--- src/rtl/regfile_param_if.sv ---
// Bus bundle for the parametrised register file: two read ports, one write
// port and the handshaked dump stream towards the debug/trace monitor.
interface regfile_param_if #(
  parameter int DATA_W = 32,
  parameter int ADDR_W = 5
);
  logic [ADDR_W-1:0] rd_addr_a;
  logic [DATA_W-1:0] rd_data_a;
  logic [ADDR_W-1:0] rd_addr_b;
  logic [DATA_W-1:0] rd_data_b;
  logic              wr_en;
  logic [ADDR_W-1:0] wr_addr;
  logic [DATA_W-1:0] wr_data;
  logic              dump_req;
  logic              dump_ready;
  logic              dump_valid;
  logic [ADDR_W-1:0] dump_idx;
  logic [DATA_W-1:0] dump_data;
  logic              dump_done;
  logic              dump_busy;

  // Decode/writeback/trace side drives addresses, write data and dump control.
  modport master (
    output rd_addr_a, rd_addr_b, wr_en, wr_addr, wr_data, dump_req, dump_ready,
    input  rd_data_a, rd_data_b, dump_valid, dump_idx, dump_data, dump_done, dump_busy
  );

  // Register file side.
  modport slave (
    input  rd_addr_a, rd_addr_b, wr_en, wr_addr, wr_data, dump_req, dump_ready,
    output rd_data_a, rd_data_b, dump_valid, dump_idx, dump_data, dump_done, dump_busy
  );
endinterface

--- src/rtl/regfile_param.sv ---
// Parametrised 2-read/1-write register file with optional hard-zero entry 0,
// optional write->read bypass and a handshaked sequential dump port.
module regfile_param #(
  parameter int DATA_W   = 32,
  parameter int DEPTH    = 32,
  parameter int ADDR_W   = 5,
  parameter bit ZERO_REG = 1'b1,
  parameter bit BYPASS   = 1'b1
) (
  input  logic             CLK,
  input  logic             MasterReset,
  regfile_param_if.slave   bus
);

  // One extra bit so DEPTH == 2**ADDR_W is still representable.
  localparam logic [ADDR_W:0]   DEPTH_EXT = (ADDR_W + 1)'(DEPTH);
  localparam logic [ADDR_W-1:0] LAST_IDX  = ADDR_W'(DEPTH - 1);

  typedef enum logic [1:0] {IDLE, DUMP, DONE} dumpState_t;

  logic [DATA_W-1:0] regs [DEPTH];
  logic              wrLegal;
  logic [DATA_W-1:0] rdDataA;
  logic [DATA_W-1:0] rdDataB;
  dumpState_t        state;
  dumpState_t        nextState;
  logic [ADDR_W-1:0] dumpIdx;
  logic [DATA_W-1:0] dumpData;
  logic [ADDR_W-1:0] dumpNextIdx;
  logic [DATA_W-1:0] dumpNextVal;
  logic              dumpStart;
  logic              dumpAdvance;

  // A write lands only in range and never on the hard-zero entry.
  always_comb begin
    wrLegal = bus.wr_en && ({1'b0, bus.wr_addr} < DEPTH_EXT)
              && !(ZERO_REG && bus.wr_addr == '0);
  end

  // Storage update; every entry clears on reset.
  // NOTE: the array sits in the reset branch on purpose: software relies on
  // every register reading 0 after reset, so it cannot be left to a RAM macro.
  always_ff @(posedge CLK or posedge MasterReset) begin
    if (MasterReset) begin
      for (int i = 0; i < DEPTH; i++) regs[i] <= '0;
    end else if (wrLegal) begin
      regs[bus.wr_addr] <= bus.wr_data;
    end
  end

  // Read port A: stored value, masked for out-of-range/zero entry, then bypass.
  // NOTE: the default on the first line keeps this block free of inferred
  // latches whatever combination of the following ifs is taken.
  always_comb begin
    rdDataA = '0;
    if (({1'b0, bus.rd_addr_a} < DEPTH_EXT) && !(ZERO_REG && bus.rd_addr_a == '0))
      rdDataA = regs[bus.rd_addr_a];
    if (BYPASS && wrLegal && bus.wr_addr == bus.rd_addr_a)
      rdDataA = bus.wr_data;
  end

  // Read port B: same rules as port A.
  always_comb begin
    rdDataB = '0;
    if (({1'b0, bus.rd_addr_b} < DEPTH_EXT) && !(ZERO_REG && bus.rd_addr_b == '0))
      rdDataB = regs[bus.rd_addr_b];
    if (BYPASS && wrLegal && bus.wr_addr == bus.rd_addr_b)
      rdDataB = bus.wr_data;
  end

  assign bus.rd_data_a = rdDataA;
  assign bus.rd_data_b = rdDataB;

  // Dump FSM state register.
  // NOTE: state-holding processes use <= so every flop samples the values
  // from before the edge, independent of process evaluation order.
  always_ff @(posedge CLK or posedge MasterReset) begin
    if (MasterReset) state <= IDLE;
    else             state <= nextState;
  end

  // Dump FSM next state and beat-load controls.
  always_comb begin
    nextState   = state;
    dumpStart   = 1'b0;
    dumpAdvance = 1'b0;
    unique case (state)
      IDLE: if (bus.dump_req) begin
        nextState = DUMP;
        dumpStart = 1'b1;
      end
      DUMP: if (bus.dump_ready) begin
        if (dumpIdx == LAST_IDX) nextState = DONE;
        else                     dumpAdvance = 1'b1;
      end
      DONE:    nextState = IDLE;
      default: nextState = IDLE;
    endcase
  end

  // Value of the next beat as it will be after this edge, including a
  // coincident write so the beat never carries stale data.
  always_comb begin
    dumpNextIdx = (state == IDLE) ? '0 : dumpIdx + 1'b1;
    dumpNextVal = regs[dumpNextIdx];
    if (ZERO_REG && dumpNextIdx == '0) dumpNextVal = '0;
    if (wrLegal && bus.wr_addr == dumpNextIdx) dumpNextVal = bus.wr_data;
  end

  // Beat register: loaded on start or accept, otherwise held stable.
  always_ff @(posedge CLK or posedge MasterReset) begin
    if (MasterReset) begin
      dumpIdx  <= '0;
      dumpData <= '0;
    end else if (dumpStart || dumpAdvance) begin
      dumpIdx  <= dumpNextIdx;
      dumpData <= dumpNextVal;
    end
  end

  assign bus.dump_valid = (state == DUMP);
  assign bus.dump_done  = (state == DONE);
  assign bus.dump_busy  = (state != IDLE);
  assign bus.dump_idx   = dumpIdx;
  assign bus.dump_data  = dumpData;

endmodule
--- src/flat_wrapper.sv ---
// flat-port wrapper written by rule: the top's interface ports become plain ports
module regfile_param_flat 
#(
  parameter int DATA_W   = 32,
  parameter int DEPTH    = 32,
  parameter int ADDR_W   = 5,
  parameter bit ZERO_REG = 1'b1,
  parameter bit BYPASS   = 1'b1
)
  (CLK, MasterReset, bus_rd_addr_a, bus_rd_addr_b, bus_wr_en, bus_wr_addr, bus_wr_data, bus_dump_req, bus_dump_ready, bus_rd_data_a, bus_rd_data_b, bus_dump_valid, bus_dump_idx, bus_dump_data, bus_dump_done, bus_dump_busy);
  regfile_param_if #(.DATA_W(DATA_W), .ADDR_W(ADDR_W)) bus_i ();
  input  logic CLK;
  input  logic MasterReset;
  input wire logic [$bits(bus_i.rd_addr_a)-1:0] bus_rd_addr_a;
  input wire logic [$bits(bus_i.rd_addr_b)-1:0] bus_rd_addr_b;
  input wire logic [$bits(bus_i.wr_en)-1:0] bus_wr_en;
  input wire logic [$bits(bus_i.wr_addr)-1:0] bus_wr_addr;
  input wire logic [$bits(bus_i.wr_data)-1:0] bus_wr_data;
  input wire logic [$bits(bus_i.dump_req)-1:0] bus_dump_req;
  input wire logic [$bits(bus_i.dump_ready)-1:0] bus_dump_ready;
  output wire logic [$bits(bus_i.rd_data_a)-1:0] bus_rd_data_a;
  output wire logic [$bits(bus_i.rd_data_b)-1:0] bus_rd_data_b;
  output wire logic [$bits(bus_i.dump_valid)-1:0] bus_dump_valid;
  output wire logic [$bits(bus_i.dump_idx)-1:0] bus_dump_idx;
  output wire logic [$bits(bus_i.dump_data)-1:0] bus_dump_data;
  output wire logic [$bits(bus_i.dump_done)-1:0] bus_dump_done;
  output wire logic [$bits(bus_i.dump_busy)-1:0] bus_dump_busy;
  assign bus_i.rd_addr_a = bus_rd_addr_a;
  assign bus_i.rd_addr_b = bus_rd_addr_b;
  assign bus_i.wr_en = bus_wr_en;
  assign bus_i.wr_addr = bus_wr_addr;
  assign bus_i.wr_data = bus_wr_data;
  assign bus_i.dump_req = bus_dump_req;
  assign bus_i.dump_ready = bus_dump_ready;
  assign bus_rd_data_a = bus_i.rd_data_a;
  assign bus_rd_data_b = bus_i.rd_data_b;
  assign bus_dump_valid = bus_i.dump_valid;
  assign bus_dump_idx = bus_i.dump_idx;
  assign bus_dump_data = bus_i.dump_data;
  assign bus_dump_done = bus_i.dump_done;
  assign bus_dump_busy = bus_i.dump_busy;
  regfile_param #(.DATA_W(DATA_W), .DEPTH(DEPTH), .ADDR_W(ADDR_W), .ZERO_REG(ZERO_REG), .BYPASS(BYPASS)) u_core (.CLK(CLK), .MasterReset(MasterReset), .bus(bus_i));
endmodule
--- config.mk ---
export PLATFORM = sky130hd
export DESIGN_NAME = regfile_param_flat
export DESIGN_NICKNAME = d
export VERILOG_FILES = /design/src/rtl/regfile_param_if.sv /design/src/rtl/regfile_param.sv /design/src/flat_wrapper.sv
export SDC_FILE = /design/constraint.sdc
export NUM_CORES = 2
export LEC_CHECK = 0
export CORE_AREA = 2 2 448 339
export DETAILED_ROUTE_END_ITERATION = 12
export DIE_AREA = 0 0 450 341
export MAX_ROUTING_LAYER = met4
export PLACE_DENSITY = 0.67
export SYNTH_ARGS = -nofsm -noshare
export SYNTH_HDL_FRONTEND = slang
export SYNTH_SLANG_ARGS = --single-unit
--- constraint.sdc ---
create_clock -name CLK -period 96.5 [get_ports CLK]
set_input_delay 14.475 -clock CLK [delete_from_list [all_inputs] [get_ports CLK]]
set_output_delay 14.475 -clock CLK [all_outputs]
set_load 0.01 [all_outputs]
After elaboration in Yosys (flattened, before gate mapping)
Index checks and enable logic that the tools add are counted.
{ "word_totals": {"mem_count": 0, "elab_cells": 96, "ram_bits": 0, "output_inout_bits": 104, "rom_bits": 0, "latch_bits": 0, "ff_bits": 1063} }
{ "classes": {"n_addsub": 1, "n_mux": 28, "n_eq_ne": 9, "n_bitwise": 4, "mul": 0, "shift": 0, "div": 0, "n_reduce_logical": 14, "order_cmp": 5} }
{ "op_table": {"columns": ["op", "n"], "rows": [
  ["$bwmux 1024", 1],
  ["$bmux 32 s5", 3],
  ["$mux 32", 13],
  ["$demux 32 s5", 1],
  ["$ge 6x6->1 const B", 4],
  ["$not 5->6", 4],
  ["$logic_not 5->1", 4],
  ["$eq 5x5->1", 3],
  ["$lt 6x1->1 const B", 1],
  ["$mux 2", 3],
  ["$add 5x1->5 const B", 1],
  ["$eq 5x5->1 const B", 1],
  ["$logic_and 1x1->1", 5],
  ["$mux 1", 5],
  ["$mux 5", 1],
  ["$ne 2x2->1 const B", 2],
  ["$pmux 2 s2", 1],
  ["$reduce_and 3->1", 1],
  ["$eq 2x1->1 const B", 1],
  ["$eq 2x2->1 const B", 1],
  ["$logic_not 2->1", 1],
  ["$ne 2x1->1 const B", 1],
  ["$reduce_bool 2->1", 1],
  ["$logic_not 1->1", 1],
  ["$logic_or 1x1->1", 1]
]} }

Logic depth before layout (Yosys ltp)
{ "logic_depth": {"word_depth": 8, "depth_mapped": 12, "ltp_nobuf": 10} }

Worst setup path after synthesis
Ideal clock, no wire load.
{ "synth_path": {"kind": "input to output", "startpoint": "input bus_rd_addr_a[0]", "endpoint": "output bus_rd_data_a[21]", "slack_ns": 65.563, "t_arrival_ns": 16.462, "required_time_ns": 82.025, "path_buffers": 3, "cell_stages": 8, "cell_sequence": "clkbuf_1 buf_2 buf_1 mux4_2 a22oi_1 o21ai_0 o21ai_0 o21ai_0"} }
{ "synth_between": {"elab_chain_len": 6, "word_cells_on_any_way": 9, "classes_between": "1 x eq/ne; 5 x mux; 1 x bitwise; 2 x reduce/logical"} }
{ "synth_lines": {"columns": ["item", "line_no", "source"], "rows": [
  ["start, declared", "flat_wrapper.sv:14", "input wire logic [$bits(bus_i.rd_addr_a)-1:0] bus_rd_addr_a;"],
  ["$not 5->6 (not written as such)", "regfile_param.sv:57", "rdDataA = regs[bus.rd_addr_a];"],
  ["$bmux 32 s5", "regfile_param.sv:57", null],
  ["$mux 32 (not written as such) (2 in a row)", "regfile_param.sv:57", null],
  ["$mux 32", "regfile_param.sv:56", "if (({1'b0, bus.rd_addr_a} < DEPTH_EXT) && !(ZERO_REG && bus.rd_addr_a == '0))"],
  ["$mux 32 *", "regfile_param.sv:58", "if (BYPASS && wrLegal && bus.wr_addr == bus.rd_addr_a)"],
  ["end, declared", "flat_wrapper.sv:21", "output wire logic [$bits(bus_i.rd_data_a)-1:0] bus_rd_data_a;"]
]} }
Mark *: on every way between the ends. The rest lies on a longest branch, timed or not. The select of a mux whose other input is x is not followed.

Worst setup path in the final report
{ "layout_path": {"startpoint": "input bus_rd_addr_b[1]", "endpoint": "output bus_rd_data_b[5]"} }
{ "layout_between": {"elab_chain_len": 6, "word_cells_on_any_way": 9, "classes_between": "1 x eq/ne; 5 x mux; 1 x bitwise; 2 x reduce/logical"} }
{ "layout_lines": {"columns": ["item", "line_no", "source"], "rows": [
  ["start, declared", "flat_wrapper.sv:15", "input wire logic [$bits(bus_i.rd_addr_b)-1:0] bus_rd_addr_b;"],
  ["$not 5->6 (not written as such)", "regfile_param.sv:66", "rdDataB = regs[bus.rd_addr_b];"],
  ["$bmux 32 s5", "regfile_param.sv:66", null],
  ["$mux 32 (not written as such) (2 in a row)", "regfile_param.sv:66", null],
  ["$mux 32", "regfile_param.sv:65", "if (({1'b0, bus.rd_addr_b} < DEPTH_EXT) && !(ZERO_REG && bus.rd_addr_b == '0))"],
  ["$mux 32 *", "regfile_param.sv:67", "if (BYPASS && wrLegal && bus.wr_addr == bus.rd_addr_b)"],
  ["end, declared", "flat_wrapper.sv:22", "output wire logic [$bits(bus_i.rd_data_b)-1:0] bus_rd_data_b;"]
]} }
Marks and branches as above.

==> flow_metrics.tcl <==
set metrics [dict create \
    synthArstFlopShare_pct 100 \
    path_cells "clkbuf_8, buf_4, nor2b_4, buf_4, buf_4, a221oi_1, a22oi_1, o21ai_0, o21ai_0, o21ai_0, clkdlybuf4s50_1" \
    hold_viol 0 \
    postSynthCellCount 5952 \
    endpoint "bus_rd_data_b[5]" \
    num_vias 56800 \
    timing.rr.end "u_core.bus.dump_data[0]$_DFFE_PP0P_" \
    endpoint_kind "output port" \
    clk_latency_ns 0.76 \
    track_usage_pct 36.3 \
    core-area_um2 149000 \
    setup_tns_ns 0 \
    grt-ovfl-total 0 \
    p_int_mw 1.07 \
    viasPerCell 7.28 \
    r2r_start "u_core.bus.dump_idx[0]$_DFFE_PP0P_" \
    numPlacedInstances 7596 \
    wl_per_cell_um 35.5 \
    h-tree-depth 3 \
    setup_viol 0 \
    cts-root-buf "clkbuf_16" \
    num_rows 123 \
    first_pass_iters 8 \
    slowest_stage "o21ai_0" \
    worst_ep_arrival_time_ns 19.85 \
    tightest_slew_ns 1.35 \
    grt_max_degree 155 \
    antenna_found_initial 11 \
    die_h_um 341 \
    status "finished, final reports clean" \
    cts.sinks 1063 \
    drt_iter0_markers 8940 \
    synthTopCellsByArea "dfrtp_1 40%, mux2_2 20%, mux4_2 9.5%, mux2i_1 7.4%, o21ai_0 3.2%" \
    yosysMostFrequentCell "mux2_2" \
    yosys_warnings 0 \
    seq_power_share_pct 35.0 \
    fmax_ghz 0.0291 \
    syn_avg_cell_area_um2 11.2 \
    p_clk_share_pct 24.3 \
    p_leak_nw 30.9 \
    critical_path.top_delay_family "buffers and inverters" \
    drc_errors 0 \
    path_buf_inv 5 \
    synth_ff_type "dfrtp_1" \
    switching_power_mw 0.735 \
    ios 156 \
    numPortBuffers 155 \
    fin_skew_ns 0.0307 \
    grt_pass1_vias 54100 \
    yosys_register_bits 1063 \
    fillers 13200 \
    cts_hold_buf 0 \
    slew_headroom_pct 10.2 \
    clockBufferDepth 3 \
    maxCapViolations 0 \
    seq_area_frac_synth_pct 39.8 \
    min_period_over_period_pct 35.6 \
    dieArea_um2 153000 \
    netSwitchingFraction_pct 40.8 \
    layout-drive-gt1-share_pct 32.1 \
    p_comb_share_pct 40.7 \
    wl_um 277000 \
    numCtsBuffers 107 \
    place_congestion 0.930 \
    worstRegToRegCells 10 \
    clk_pin_slew_worst_paths_ns 0.06 \
    grt_pass1_wl_um 397000 \
    critPathLaunch "bus_rd_addr_b[1]" \
    synthToLayoutAreaGrowth_pct 10.1 \
    ctsResizeCount 0 \
    synth-edff-count 0 \
    pre_cts_ws_ns 62.43 \
    syn_area_um2 66800 \
    cp.depth 11 \
    power_density_nw_per_um2 24.5 \
    critPathMaxStageDelay_ns 1.00 \
    ir_drop_v 0.0000294 \
    holdCritStartpoint "u_core.regs[1021]$_DFFE_PP0P_" \
    finalCriticalPeriod_ns 34.33 \
    cts_setup_buffers 0 \
    final_util_pct 49.4 \
    tritoncts "done" \
    initial_core_util_pct 44.8 \
    synth_area_leader_cell "dfrtp_1" \
    synth_common_cells "1164 x mux2_2, 1063 x dfrtp_1, 494 x mux2i_1, 450 x clkbuf_1, 430 x o21ai_0" \
    setup_ws_ns 62.17 \
    ys_types 67 \
    stdcell_count 7807 \
    fp.dieW_um 450 \
    report.final.slew_viol_count 0 \
    cp_max_fo 39 \
    rsz0062_at_grt "false" \
    fin_nets 5759 \
    critPathLaunchType "input pin" \
    synth.top_cell.area_share_pct 39.8 \
    syn_nets 6006 \
    hold_path_class "flip-flop to flip-flop" \
    antenna_left 0 \
    post-dp-hpwl_um 154000 \
    critPathKind "input pin to output port" \
    required_ns 82.03 \
    worst-r2r-setup-slack_ns 90.41 \
]
[cells by family (layout without fill, tap and decap cells)]
logic type	after synthesis	count (layout)	synth area share (%)
AO/OA/AOI/OAI	1477	1477	14.4
XOR/XNOR	16	16	0.210
adder cells (fa/ha/maj)	2	2	0.0375
buffers and inverters	676	512	3.94
flip-flops	1063	1063	39.8
multiplexers	1939	1939	36.5
other	0	19	0
AND/OR/NAND/NOR	779	779	5.13
[per-stage QoR]
| step | instance area [um2] | power (mW) | hold WS (ns) |
|---|---|---|---|
| 2_1_floorplan | 66800 | 1.05 | 0.463 |
| 5_1_grt | 73500 | 1.85 | 0.440 |
| 4_1_cts | 73500 | 1.76 | 0.425 |
| 3_3_place_gp | 69900 | 1.31 | 0.402 |
| 6_report | 73500 | 1.80 | 0.424 |
| 3_5_place_dp | 69900 | 1.33 | 0.411 |
[cell usage in the layout, fill, tap and decap left out, drive strengths merged, types with 25 or more instances in the layout]
master	n
mux2	1164
dfrtp	1063
mux2i	494
o21ai	432
nand2	321
a21oi	282
mux4	281
nor2	234
buf	166
clkbuf	156
a22oi	145
clkdlybuf4s50	145
a221oi	142
o22ai	92
o211ai	84
a211oi	71
a2bb2oi	46
and3	39
o221ai	37
and2	36
nor3	35
a31oi	34
nand3	27
nand2b	25
[how the worst min path moves through the flow]
stage                                     to  slack [ns]  depth (start not counted)
4_1_cts        u_core.regs[1021]$_DFFE_PP0P_        0.43                          0
3_5_place_dp   u_core.regs[1021]$_DFFE_PP0P_        0.41                          0
3_3_place_gp   u_core.regs[1017]$_DFFE_PP0P_        0.40                          0
5_1_grt        u_core.regs[1003]$_DFFE_PP0P_        0.44                          0
6_report       u_core.regs[1021]$_DFFE_PP0P_        0.42                          0
2_1_floorplan  u_core.regs[1022]$_DFFE_PP0P_        0.46                          1
[registers in the layout, summed over array words and instances, names as in the netlist]
register and count:
u_core.bus.dump_data 32, u_core.bus.dump_idx 5, u_core.regs 1024, u_core.state 2
[power by group through the flow]
stage | clock network [mW] | logic, mW | registers, mW
6_report | 0.438 | 0.733 | 0.631
3_3_place_gp | 0 | 0.687 | 0.625
4_1_cts | 0.438 | 0.699 | 0.624
2_1_floorplan | 0 | 0.444 | 0.603
5_1_grt | 0.457 | 0.755 | 0.640
3_5_place_dp | 0 | 0.696 | 0.632
[cell type report]
class,count,area [um2],share of cell area [%]
clock buffer,155,3140,4.27
sequential,1063,26600,36.2
timing repair buffer,312,2790,3.80
tap,2000,2500,3.40
multi-input combinational,4213,38000,51.7
antenna,19,47.5,0.0647
clock inverter,37,410,0.558
inverter,8,47.5,0.0647
[per-layer routing]
layer | GRT usage, % | part of all wire, %
met3 | 15.7 | 16
met5 | - | 0
met1 | 45.5 | 37
met4 | 19.5 | 6.4
met2 | 49.1 | 41
Note: power is estimated with default switching activity, not from simulation.
